$ cat config.mk
export PLATFORM = sky130hd
export DESIGN_NAME = rs232_ser_flat
export DESIGN_NICKNAME = d
export VERILOG_FILES = /design/src/rtl/rs232_ser_pkg.sv /design/src/rtl/rs232_ser_if.sv /design/src/rtl/rs232_ser_baud_tick.sv /design/src/rtl/rs232_ser.sv /design/src/flat_wrapper.sv
export SDC_FILE = /design/constraint.sdc
export NUM_CORES = 1
export LEC_CHECK = 0
export BUFFER_PORTS_ARGS = -buffer_cell sky130_fd_sc_hd__buf_2
export CAP_MARGIN = 15
export CORE_ASPECT_RATIO = 0.5
export CORE_UTILIZATION = 35
export CTS_BUF_LIST = sky130_fd_sc_hd__clkbuf_8
export CTS_CLUSTER_SIZE = 30
export DETAILED_ROUTE_END_ITERATION = 7
export GPL_TIMING_DRIVEN = 0
export HOLD_SLACK_MARGIN = 0.02
export PLACE_DENSITY = 0.48
export SYNTH_ARGS = -nofsm -noshare
export SYNTH_HDL_FRONTEND = slang
export SYNTH_HIERARCHICAL = 1
export SYNTH_SLANG_ARGS = --single-unit
$ cat constraint.sdc
create_clock -name clk -period 3.12 [get_ports clk]
set_clock_uncertainty 0.2 [all_clocks]
set_input_delay 0.156 -clock clk [delete_from_list [all_inputs] [get_ports clk]]
set_output_delay 0.156 -clock clk [all_outputs]
set_load 0.1 [all_outputs]
$ cat src/rtl/rs232_ser_pkg.sv
// Shared RS-232 definitions: 8N1 frame constants and the width helper
// used by both the serializer and the deserializer.
package rs232_ser_pkg;

    localparam int DATA_BITS = 8;
    localparam int STOP_BITS = 1;

    // Bits needed to hold the values 0..value-1 (at least 1).
    function automatic int clogb2(input int value);
        int w;
        w = 0;
        for (int i = 0; i < 31; i++) begin
            if (((value - 1) >> i) != 0) begin
                w = i + 1;
            end
        end
        return (w < 1) ? 1 : w;
    endfunction

endpackage

$ cat src/rtl/rs232_ser_if.sv
// Transmit-side bundle: FIFO read port plus the serial line and busy flag.
// master = serializer, slave = FIFO / line consumer.
interface rs232_ser_if;
    import rs232_ser_pkg::*;

    logic [DATA_BITS-1:0] tx_fifo_data;
    logic                 tx_fifo_empty;
    logic                 tx_fifo_rd_en;
    logic                 tx;
    logic                 tx_busy;

    modport master (
        input  tx_fifo_data,
        input  tx_fifo_empty,
        output tx_fifo_rd_en,
        output tx,
        output tx_busy
    );

    modport slave (
        output tx_fifo_data,
        output tx_fifo_empty,
        input  tx_fifo_rd_en,
        input  tx,
        input  tx_busy
    );

endinterface

$ cat src/rtl/rs232_ser_baud_tick.sv
// Clearable bit-period counter. Counts 0..P_N-1 and raises tick during the
// last count, so a timed state lasts exactly P_N clocks. Rolling over to 0
// on tick means the next timed state starts at 0 with no drift.
module rs232_ser_baud_tick
    import rs232_ser_pkg::*;
#(
    parameter int P_N = 10
) (
    input  logic clk,
    input  logic rst_n,
    input  logic clr,
    output logic tick
);

    localparam int            W  = clogb2(P_N);
    localparam logic [W-1:0]  TC = W'(P_N - 1);

    logic [W-1:0] cnt;

    // Count within a bit period; hold at 0 while cleared.
    always_ff @(posedge clk or negedge rst_n) begin
        if (!rst_n) begin
            cnt <= '0;
        end else if (clr || cnt == TC) begin
            cnt <= '0;
        end else begin
            cnt <= cnt + 1'b1;
        end
    end

    assign tick = (cnt == TC);

endmodule

$ cat src/rtl/rs232_ser.sv
// RS-232 8N1 serializer: pops one byte from a standard-read FIFO and shifts
// it out LSB first with one start and one stop bit.
//
//   state   | meaning
//   --------+-----------------------------------------------------------
//   S_IDLE  | line high, pop FIFO when not empty
//   S_FETCH | pop issued, FIFO data becomes valid next cycle
//   S_LOAD  | capture byte, drive start bit
//   S_START | hold start bit (low) for one bit period
//   S_SHIFT | hold each data bit one period, shift right at its end
//   S_STOP  | hold stop bit (high) for one bit period, then release busy
module rs232_ser
    import rs232_ser_pkg::*;
#(
    parameter int P_CLK_FREQ_HZ = 100000000,
    parameter int P_BAUD_RATE   = 9600
) (
    input  logic            clk,
    input  logic            rst_n,
    rs232_ser_if.master     bus
);

    localparam int N     = P_CLK_FREQ_HZ / P_BAUD_RATE;
    localparam int BIT_W = clogb2(DATA_BITS);

    typedef enum logic [2:0] {
        S_IDLE  = 3'd0,
        S_FETCH = 3'd1,
        S_LOAD  = 3'd2,
        S_START = 3'd3,
        S_SHIFT = 3'd4,
        S_STOP  = 3'd5
    } state_t;

    state_t               state;
    logic [DATA_BITS-1:0] shift;
    logic [BIT_W-1:0]     bit_cnt;
    logic                 tx_r;
    logic                 rd_en_r;
    logic                 busy_r;
    logic                 baud_clr;
    logic                 baud_tick;

    // The bit timer only runs in the line-timed states, so it is zero on
    // entry to S_START and rolls over to zero at every later bit boundary.
    assign baud_clr = (state == S_IDLE) || (state == S_FETCH) || (state == S_LOAD);

    rs232_ser_baud_tick #(
        .P_N (N)
    ) u_baud (
        .clk   (clk),
        .rst_n (rst_n),
        .clr   (baud_clr),
        .tick  (baud_tick)
    );

    // Frame sequencer with registered line, pop and busy outputs.
    always_ff @(posedge clk or negedge rst_n) begin
        if (!rst_n) begin
            state   <= S_IDLE;
            shift   <= '0;
            bit_cnt <= '0;
            tx_r    <= 1'b1;
            rd_en_r <= 1'b0;
            busy_r  <= 1'b0;
        end else begin
            case (state)
                S_IDLE: begin
                    tx_r    <= 1'b1;
                    rd_en_r <= 1'b0;
                    if (!bus.tx_fifo_empty) begin
                        rd_en_r <= 1'b1;
                        busy_r  <= 1'b1;
                        state   <= S_FETCH;
                    end
                end
                S_FETCH: begin
                    rd_en_r <= 1'b0;
                    state   <= S_LOAD;
                end
                S_LOAD: begin
                    shift   <= bus.tx_fifo_data;
                    tx_r    <= 1'b0;
                    bit_cnt <= '0;
                    state   <= S_START;
                end
                S_START: begin
                    if (baud_tick) begin
                        tx_r  <= shift[0];
                        state <= S_SHIFT;
                    end
                end
                S_SHIFT: begin
                    if (baud_tick) begin
                        shift   <= {1'b0, shift[DATA_BITS-1:1]};
                        bit_cnt <= bit_cnt + 1'b1;
                        if (bit_cnt == BIT_W'(DATA_BITS - 1)) begin
                            tx_r    <= 1'b1;
                            bit_cnt <= '0;
                            state   <= S_STOP;
                        end else begin
                            tx_r <= shift[1];
                        end
                    end
                end
                S_STOP: begin
                    if (baud_tick) begin
                        if (bit_cnt == BIT_W'(STOP_BITS - 1)) begin
                            busy_r  <= 1'b0;
                            bit_cnt <= '0;
                            state   <= S_IDLE;
                        end else begin
                            bit_cnt <= bit_cnt + 1'b1;
                        end
                    end
                end
                default: begin
                    state   <= S_IDLE;
                    tx_r    <= 1'b1;
                    rd_en_r <= 1'b0;
                    busy_r  <= 1'b0;
                end
            endcase
        end
    end

    assign bus.tx            = tx_r;
    assign bus.tx_fifo_rd_en = rd_en_r;
    assign bus.tx_busy       = busy_r;

endmodule

$ cat src/flat_wrapper.sv
// flat-port wrapper written by rule: the top's interface ports become plain ports
module rs232_ser_flat import rs232_ser_pkg::*;
#(
    parameter int P_CLK_FREQ_HZ = 100000000,
    parameter int P_BAUD_RATE   = 9600
)
  (clk, rst_n, bus_tx_fifo_data, bus_tx_fifo_empty, bus_tx_fifo_rd_en, bus_tx, bus_tx_busy);
  rs232_ser_if bus_i ();
  input  logic clk;
  input  logic rst_n;
  input wire logic [$bits(bus_i.tx_fifo_data)-1:0] bus_tx_fifo_data;
  input wire logic [$bits(bus_i.tx_fifo_empty)-1:0] bus_tx_fifo_empty;
  output wire logic [$bits(bus_i.tx_fifo_rd_en)-1:0] bus_tx_fifo_rd_en;
  output wire logic [$bits(bus_i.tx)-1:0] bus_tx;
  output wire logic [$bits(bus_i.tx_busy)-1:0] bus_tx_busy;
  assign bus_i.tx_fifo_data = bus_tx_fifo_data;
  assign bus_i.tx_fifo_empty = bus_tx_fifo_empty;
  assign bus_tx_fifo_rd_en = bus_i.tx_fifo_rd_en;
  assign bus_tx = bus_i.tx;
  assign bus_tx_busy = bus_i.tx_busy;
  rs232_ser #(.P_CLK_FREQ_HZ(P_CLK_FREQ_HZ), .P_BAUD_RATE(P_BAUD_RATE)) u_core (.clk(clk), .rst_n(rst_n), .bus(bus_i));
endmodule
==> results of run 1 <==
-- worst max-delay path, stage by stage (launching register included) --
cell	delay [ps]
dfrtp_1	420
or4b_1	540
nor4_2	310
buf_2	290
nand3b_4	120
a21oi_4	210
buf_6	180
nor2_1	60
a21oi_2	90
-- worst max path at each step --
stage / startpoint / endpoint / slack (ps)
global placement: u_core/u_baud/cnt[9]$_DFF_PN0_ / u_core/shift[4]$_DFFE_PN0P_ / 640
global route: u_core/u_baud/cnt[9]$_DFF_PN0_ / u_core/shift[4]$_DFFE_PN0P_ / 470
floorplan: u_core/u_baud/cnt[9]$_DFF_PN0_ / u_core/shift[4]$_DFFE_PN0P_ / 900
detailed placement: u_core/u_baud/cnt[9]$_DFF_PN0_ / u_core/shift[5]$_DFFE_PN0P_ / 640
CTS: u_core/u_baud/cnt[9]$_DFF_PN0_ / u_core/shift[5]$_DFFE_PN0P_ / 620
finish: u_core/u_baud/cnt[9]$_DFF_PN0_ / u_core/shift[5]$_DFFE_PN0P_ / 620
-- state kept, by name (all words and copies together) (netlist names) --
name,cells
u_core/u_baud/cnt,14
u_core/shift,8
u_core/bit_cnt,3
u_core/state,3
u_core/bus.tx,1
u_core/bus.tx_busy,1
u_core/bus.tx_fifo_rd_en,1
-- Yosys cell counts, types with 2 or more instances --
cell type  count  area share [%]
or4b_1         2             1.2
a21oi_1       10             2.9
nand4_1        4             1.5
xnor2_1        5             2.5
a21oi_2        3             1.5
ha_1           5             3.6
nand3_1        6             1.7
o21ai_1        2            0.58
and4_1         2             1.0
buf_6          2             1.3
dfrtp_1       30              44
nor2_2         4             1.5
inv_1          7             1.5
nand2_1       10             2.2
mux2i_1        7             4.1
o31ai_1        2            0.87
nor2b_1        3             1.1
buf_4          3             1.3
o21ai_0        5             1.5
nor2_1        25             5.4
xor2_1         7             3.6
nor3_1         4             1.2
-- power by group --
part,total [mW],internal (mW),switching (mW)
Clock,0.288,0.148,0.140
Combinational,0.179,0.0788,0.100
Sequential,0.537,0.467,0.0697
Total,1.00,0.694,0.310
-- layout make-up --
type                    count  share of cell area [%]
inverters                   7                    1.29
repair buffers             22                    7.60
well taps                  66                    4.05
clock buffers               5                    3.37
flip-flops and latches     31                    38.1
multi-input cells         126                    41.4
plain buffers               8                    3.62
clock inverters             3                   0.552
-- layout by cell type, fill, tap and decap left out, types with 2 or more instances in the layout --
master,count
dfrtp_1,30
nor2_1,25
buf_2,14
inv_1,10
a21oi_1,10
nand2_1,10
dlygate4sd3_1,9
mux2i_1,7
xor2_1,7
nand3_1,6
clkbuf_8,5
o21ai_0,5
ha_1,5
xnor2_1,5
nor3_1,4
nand4_1,4
nor2_2,4
buf_4,3
nor2b_1,3
a21oi_2,3
buf_6,2
o31ai_1,2
o21ai_1,2
or4b_1,2
and4_1,2
-- per-layer routing --
| layer | routed length [um] | global-route usage (%) | vias up | share of wire [%] |
|---|---|---|---|---|
| li1 | - | - | 655 | - |
| met1 | 1700 | 18.8 | 597 | 51 |
| met2 | 1490 | 24.0 | 21 | 45 |
| met3 | 129 | 4.84 | 2 | 3.9 |
| met4 | 17 | 3.62 | 0 | 0.51 |
| met5 | 0 | 0 | - | 0 |
-- cells by family (layout without fill, tap and decap cells) --
kind of cell               after synthesis  after routing  share of synthesized area, %
buffers and inverters                   15             45                          5.81
muxes                                    7              7                          4.07
adders and majority gates                5              5                          3.63
xor gates and xnor gates                12             12                          6.10
AOI/OAI and AO/OA                       33             33                          13.1
and+or+nand+nor                         69             69                          22.2
DFF                                     31             31                          45.1
==> impl_metrics.tcl, run 1 <==
set metrics [dict create \
    rows 17 \
    synthFlopType "dfrtp_1" \
    clock.fmax_mhz 400 \
    end_kind "flip-flop" \
    power.total_mw 1.00 \
    gr-total-overflow 0 \
    p_per_area_nw_per_um2 492 \
    area_delta_synth_final_pct 18.4 \
    r2r-end "u_core/shift[5]$_DFFE_PN0P_" \
    status "complete, no violations" \
    port_buffers 13 \
    initial_core_util_pct 37.9 \
    setup_tns_ps 0 \
    synth_edf_count 0 \
    ys_seq_area_share_pct 45.1 \
    post_cts_buffers 0 \
    async_reset_ff_share_pct 100 \
    whs_ps 42.1 \
    die_w_um 101 \
    cp-start-kind "flip-flop" \
    regArea_um2 777 \
    io_pins 14 \
    core_area_um2 4550 \
    dr.pass1.iters 4 \
    synth_cell_types 46 \
    cp.arrival_ps 2500 \
    p_leak_nw 0.889 \
    r2r_cells 8 \
    grt_pass1_wl_mm 5.72 \
    antenna_found_initial 0 \
    ir_drop_uv 208 \
    grt_max_degree 32 \
    avgSynthCellArea_um2 10.0 \
    yosysWarnings 6 \
    ant_nets 0 \
    hold_buffers 9 \
    maxSlewHeadroom_pct 52.5 \
    synth_area_um2 1720 \
    nets 217 \
    min_path_cells 4 \
    rsz0062_at_grt "no" \
    hold_class "input pin to flip-flop" \
    cts_buffers 5 \
    final.min_clock_period_ps 2500 \
    design_area_um2 2040 \
    root_buffer "clkbuf_8" \
    critical_path.max_fanout 10 \
    finalHoldViolations 0 \
    final_cells 268 \
    clockBufferDepth 2 \
    yosys_register_bits 31 \
    antenna_cells 0 \
    slew_viol_final 0 \
    grt_util_all_layers_pct 14.7 \
    avgViaCountPerCell 4.76 \
    dp_cells 251 \
    utilization_pct 44.8 \
    synth.net_count 188 \
    ff2ff_setup_slack_ps 620 \
    drc 0 \
    worst-setup-path-type "flip-flop to flip-flop" \
    clk_latency_ps 270 \
    place_area_um2 1870 \
    num_vias 1275 \
    finalWirelength_mm 3.34 \
    num-fill-cells 449 \
    r2r_start "u_core/u_baud/cnt[9]$_DFF_PN0_" \
    h-tree-depth 2 \
    setup_ws_ps 618 \
    place_congestion 0.724 \
    die_area_um2 5220 \
    cts_resized 0 \
    place_hpwl_mm 2.23 \
    tightest_slew_ps 713 \
    fin_crit_sh_pct 80.2 \
    cap_violations 0 \
    synthCells 172 \
    worstPathRequired_ps 3120 \
    layout-drive-gt1-share_pct 20.3 \
    path_clk_slew_ps 60 \
    drtIter0Drc 33 \
    dpl_worst_slack_ps 638 \
    min_from "bus_tx_fifo_empty" \
    setup_viol 0 \
    cts_tree "yes" \
    wl_per_cell_um 12.5 \
    clock-sinks 31 \
    multi_input_area_um2 846 \
    die_y_um 51.6 \
    min_to "u_core/bus.tx_fifo_rd_en$_DFFE_PN0N_" \
    grt_pass1_vias 1219 \
]
No activity file was read; power rests on OpenSTA's default activity.
==> run 2, diff against run 1 <==
==> constraint.sdc (replaced) <==
create_clock -name clk -period 2.31 [get_ports clk]
set_clock_uncertainty 0.2 [all_clocks]
set_input_delay 0.1155 -clock clk [delete_from_list [all_inputs] [get_ports clk]]
set_output_delay 0.1155 -clock clk [all_outputs]
set_load 0.1 [all_outputs]
==> run 2 against run 1 <==
Global-route usage rose by 0.69 points. Highest routed layer unchanged. Critical endpoint is now u_core/shift[0]$_DFFE_PN0P_. Clock power is 36% higher. Sequential power grew 32%.
==> impl_metrics.tcl, run 2 (synthesis gave the netlist of run 1 again) <==
set metrics [dict create \
    status "complete, no violations" \
    root_buffer "clkbuf_8" \
    clock-sinks 31 \
    fin_crit_sh_pct 97.2 \
    routed.top_layer "met4" \
    layout_common_cells "28 x dfrtp_1, 23 x nor2_1, 16 x buf_4" \
    drtIter0Drc 32 \
    wl_met3_um 117 \
    critical_path.max_fanout 5 \
    place_area_um2 1870 \
    rsz0062_at_grt "yes" \
    final.min_clock_period_ps 2240 \
    setup_tns_ps 0 \
    initial_core_util_pct 37.9 \
    clk_latency_ps 270 \
    grt_pass1_wl_mm 5.99 \
    worst-setup-path-type "flip-flop to flip-flop" \
    dr.pass1.iters 4 \
    die_y_um 51.6 \
    wl_per_cell_um 12.6 \
    h-tree-depth 2 \
    gr-total-overflow 0 \
    clock.fmax_mhz 445 \
    antenna_cells 0 \
    core_area_um2 4550 \
    port_buffers 13 \
    largest-register "u_core/u_baud/cnt" \
    avgViaCountPerCell 4.73 \
    met1Wirelength_mm 1.81 \
    maxSlewHeadroom_pct 52.7 \
    nets 231 \
    area_delta_synth_final_pct 26.4 \
    die_w_um 101 \
    mostFrequentLayoutCell "dfrtp_1" \
    tightest_slew_ps 709 \
    grt_util_all_layers_pct 15.4 \
    end_kind "flip-flop" \
    drc 0 \
    p_leak_nw 0.982 \
    cp-start-kind "flip-flop" \
    slew_viol_final 0 \
    grt_pass1_vias 1268 \
    clockBufferDepth 2 \
    path_clk_slew_ps 60 \
    ir_drop_uv 280 \
    p_per_area_nw_per_um2 639 \
    finalWirelength_mm 3.56 \
    place_congestion 0.724 \
    setup_viol 0 \
    cts_tree "yes" \
    worstPathRequired_ps 2270 \
    cts_buffers 5 \
    design_area_um2 2180 \
    ant_nets 0 \
    r2r_cells 7 \
    cp.arrival_ps 2200 \
    rows 17 \
    die_area_um2 5220 \
    layout-drive-gt1-share_pct 27.8 \
    utilization_pct 47.9 \
    largest_reg_flops 14 \
    num-fill-cells 450 \
    hold_class "input pin to async pin" \
    num_vias 1334 \
    place_hpwl_mm 2.23 \
    io_pins 14 \
    cap_violations 0 \
    largestRegisters "u_core/u_baud/cnt x14, u_core/shift x8" \
    antenna_found_initial 0 \
    finalHoldViolations 0 \
    wl_met2_mm 1.62 \
    grt_max_degree 32 \
]
[run 2: worst max-delay path, cell delays in order, from the launching register on]
cell and delay [ps]:
dfrtp_1 400, or4b_4 550, nor4_4 270, buf_4 180, nand3b_4 90, a21oi_4 190
buf_4 180, a21oi_1 70
[run 2: path summary, 6_finish.rpt]
kind                                                      start                             end  slack (ps)
max in group asynchronous                                 rst_n  u_core/u_baud/cnt[8]$_DFF_PN0_        1180
worst max-delay path            u_core/u_baud/cnt[12]$_DFF_PN0_     u_core/shift[0]$_DFFE_PN0P_          70
worst max register to register  u_core/u_baud/cnt[12]$_DFF_PN0_     u_core/shift[0]$_DFFE_PN0P_          70
min in group clk                 u_core/u_baud/cnt[0]$_DFF_PN0_  u_core/u_baud/cnt[0]$_DFF_PN0_         310
worst min-delay path                                      rst_n  u_core/u_baud/cnt[0]$_DFF_PN0_         240
worst min register to register   u_core/u_baud/cnt[0]$_DFF_PN0_  u_core/u_baud/cnt[0]$_DFF_PN0_         310
[run 2: per-layer routing]
layer  vias up  GRT usage [%]
met2        20           25.4
met4         0           3.62
li1        681              -
met3         2           4.84
met1       631           19.8
met5         -              0
[run 2: stage by stage]
stage	hold WS (ps)	std cells	setup WS (ps)	total power, mW
2_1_floorplan	-380	172	88.2	0.897
3_3_place_gp	28.5	251	-172	0.958
3_5_place_dp	19.7	251	-172	0.967
4_1_cts	253	277	-4.59	1.41
5_1_grt	311	282	-76.1	1.49
6_report	235	282	65.2	1.39
[run 2: final cells by class]
class	instances	area (um2)	area share, %
clock inverter	3	11.3	0.517
sequential	31	779	35.8
inverter	7	26.3	1.21
buffer	8	76.3	3.50
clock buffer	5	68.8	3.16
multi-input combinational	126	867	39.8
timing repair buffer	36	267	12.2
tap	66	82.6	3.79
[run 2: repair_timing]
item | CTS | global route
endpoints found under the hold margin | 41 | 0
gates cloned | 1 | 0
pin swaps | 2 | 2
hold buffers | 10 | 0
endpoints found under the setup margin | 9 | 9
buffers inserted | 7 | 5
gates resized for setup | 3 | 7
[run 2: where the power goes]
group	leakage, nW	switching, mW	internal (mW)	total, mW
logic	0.560	0.160	0.129	0.289
registers	0.370	0.0792	0.632	0.711
clock network	0.0519	0.190	0.200	0.391
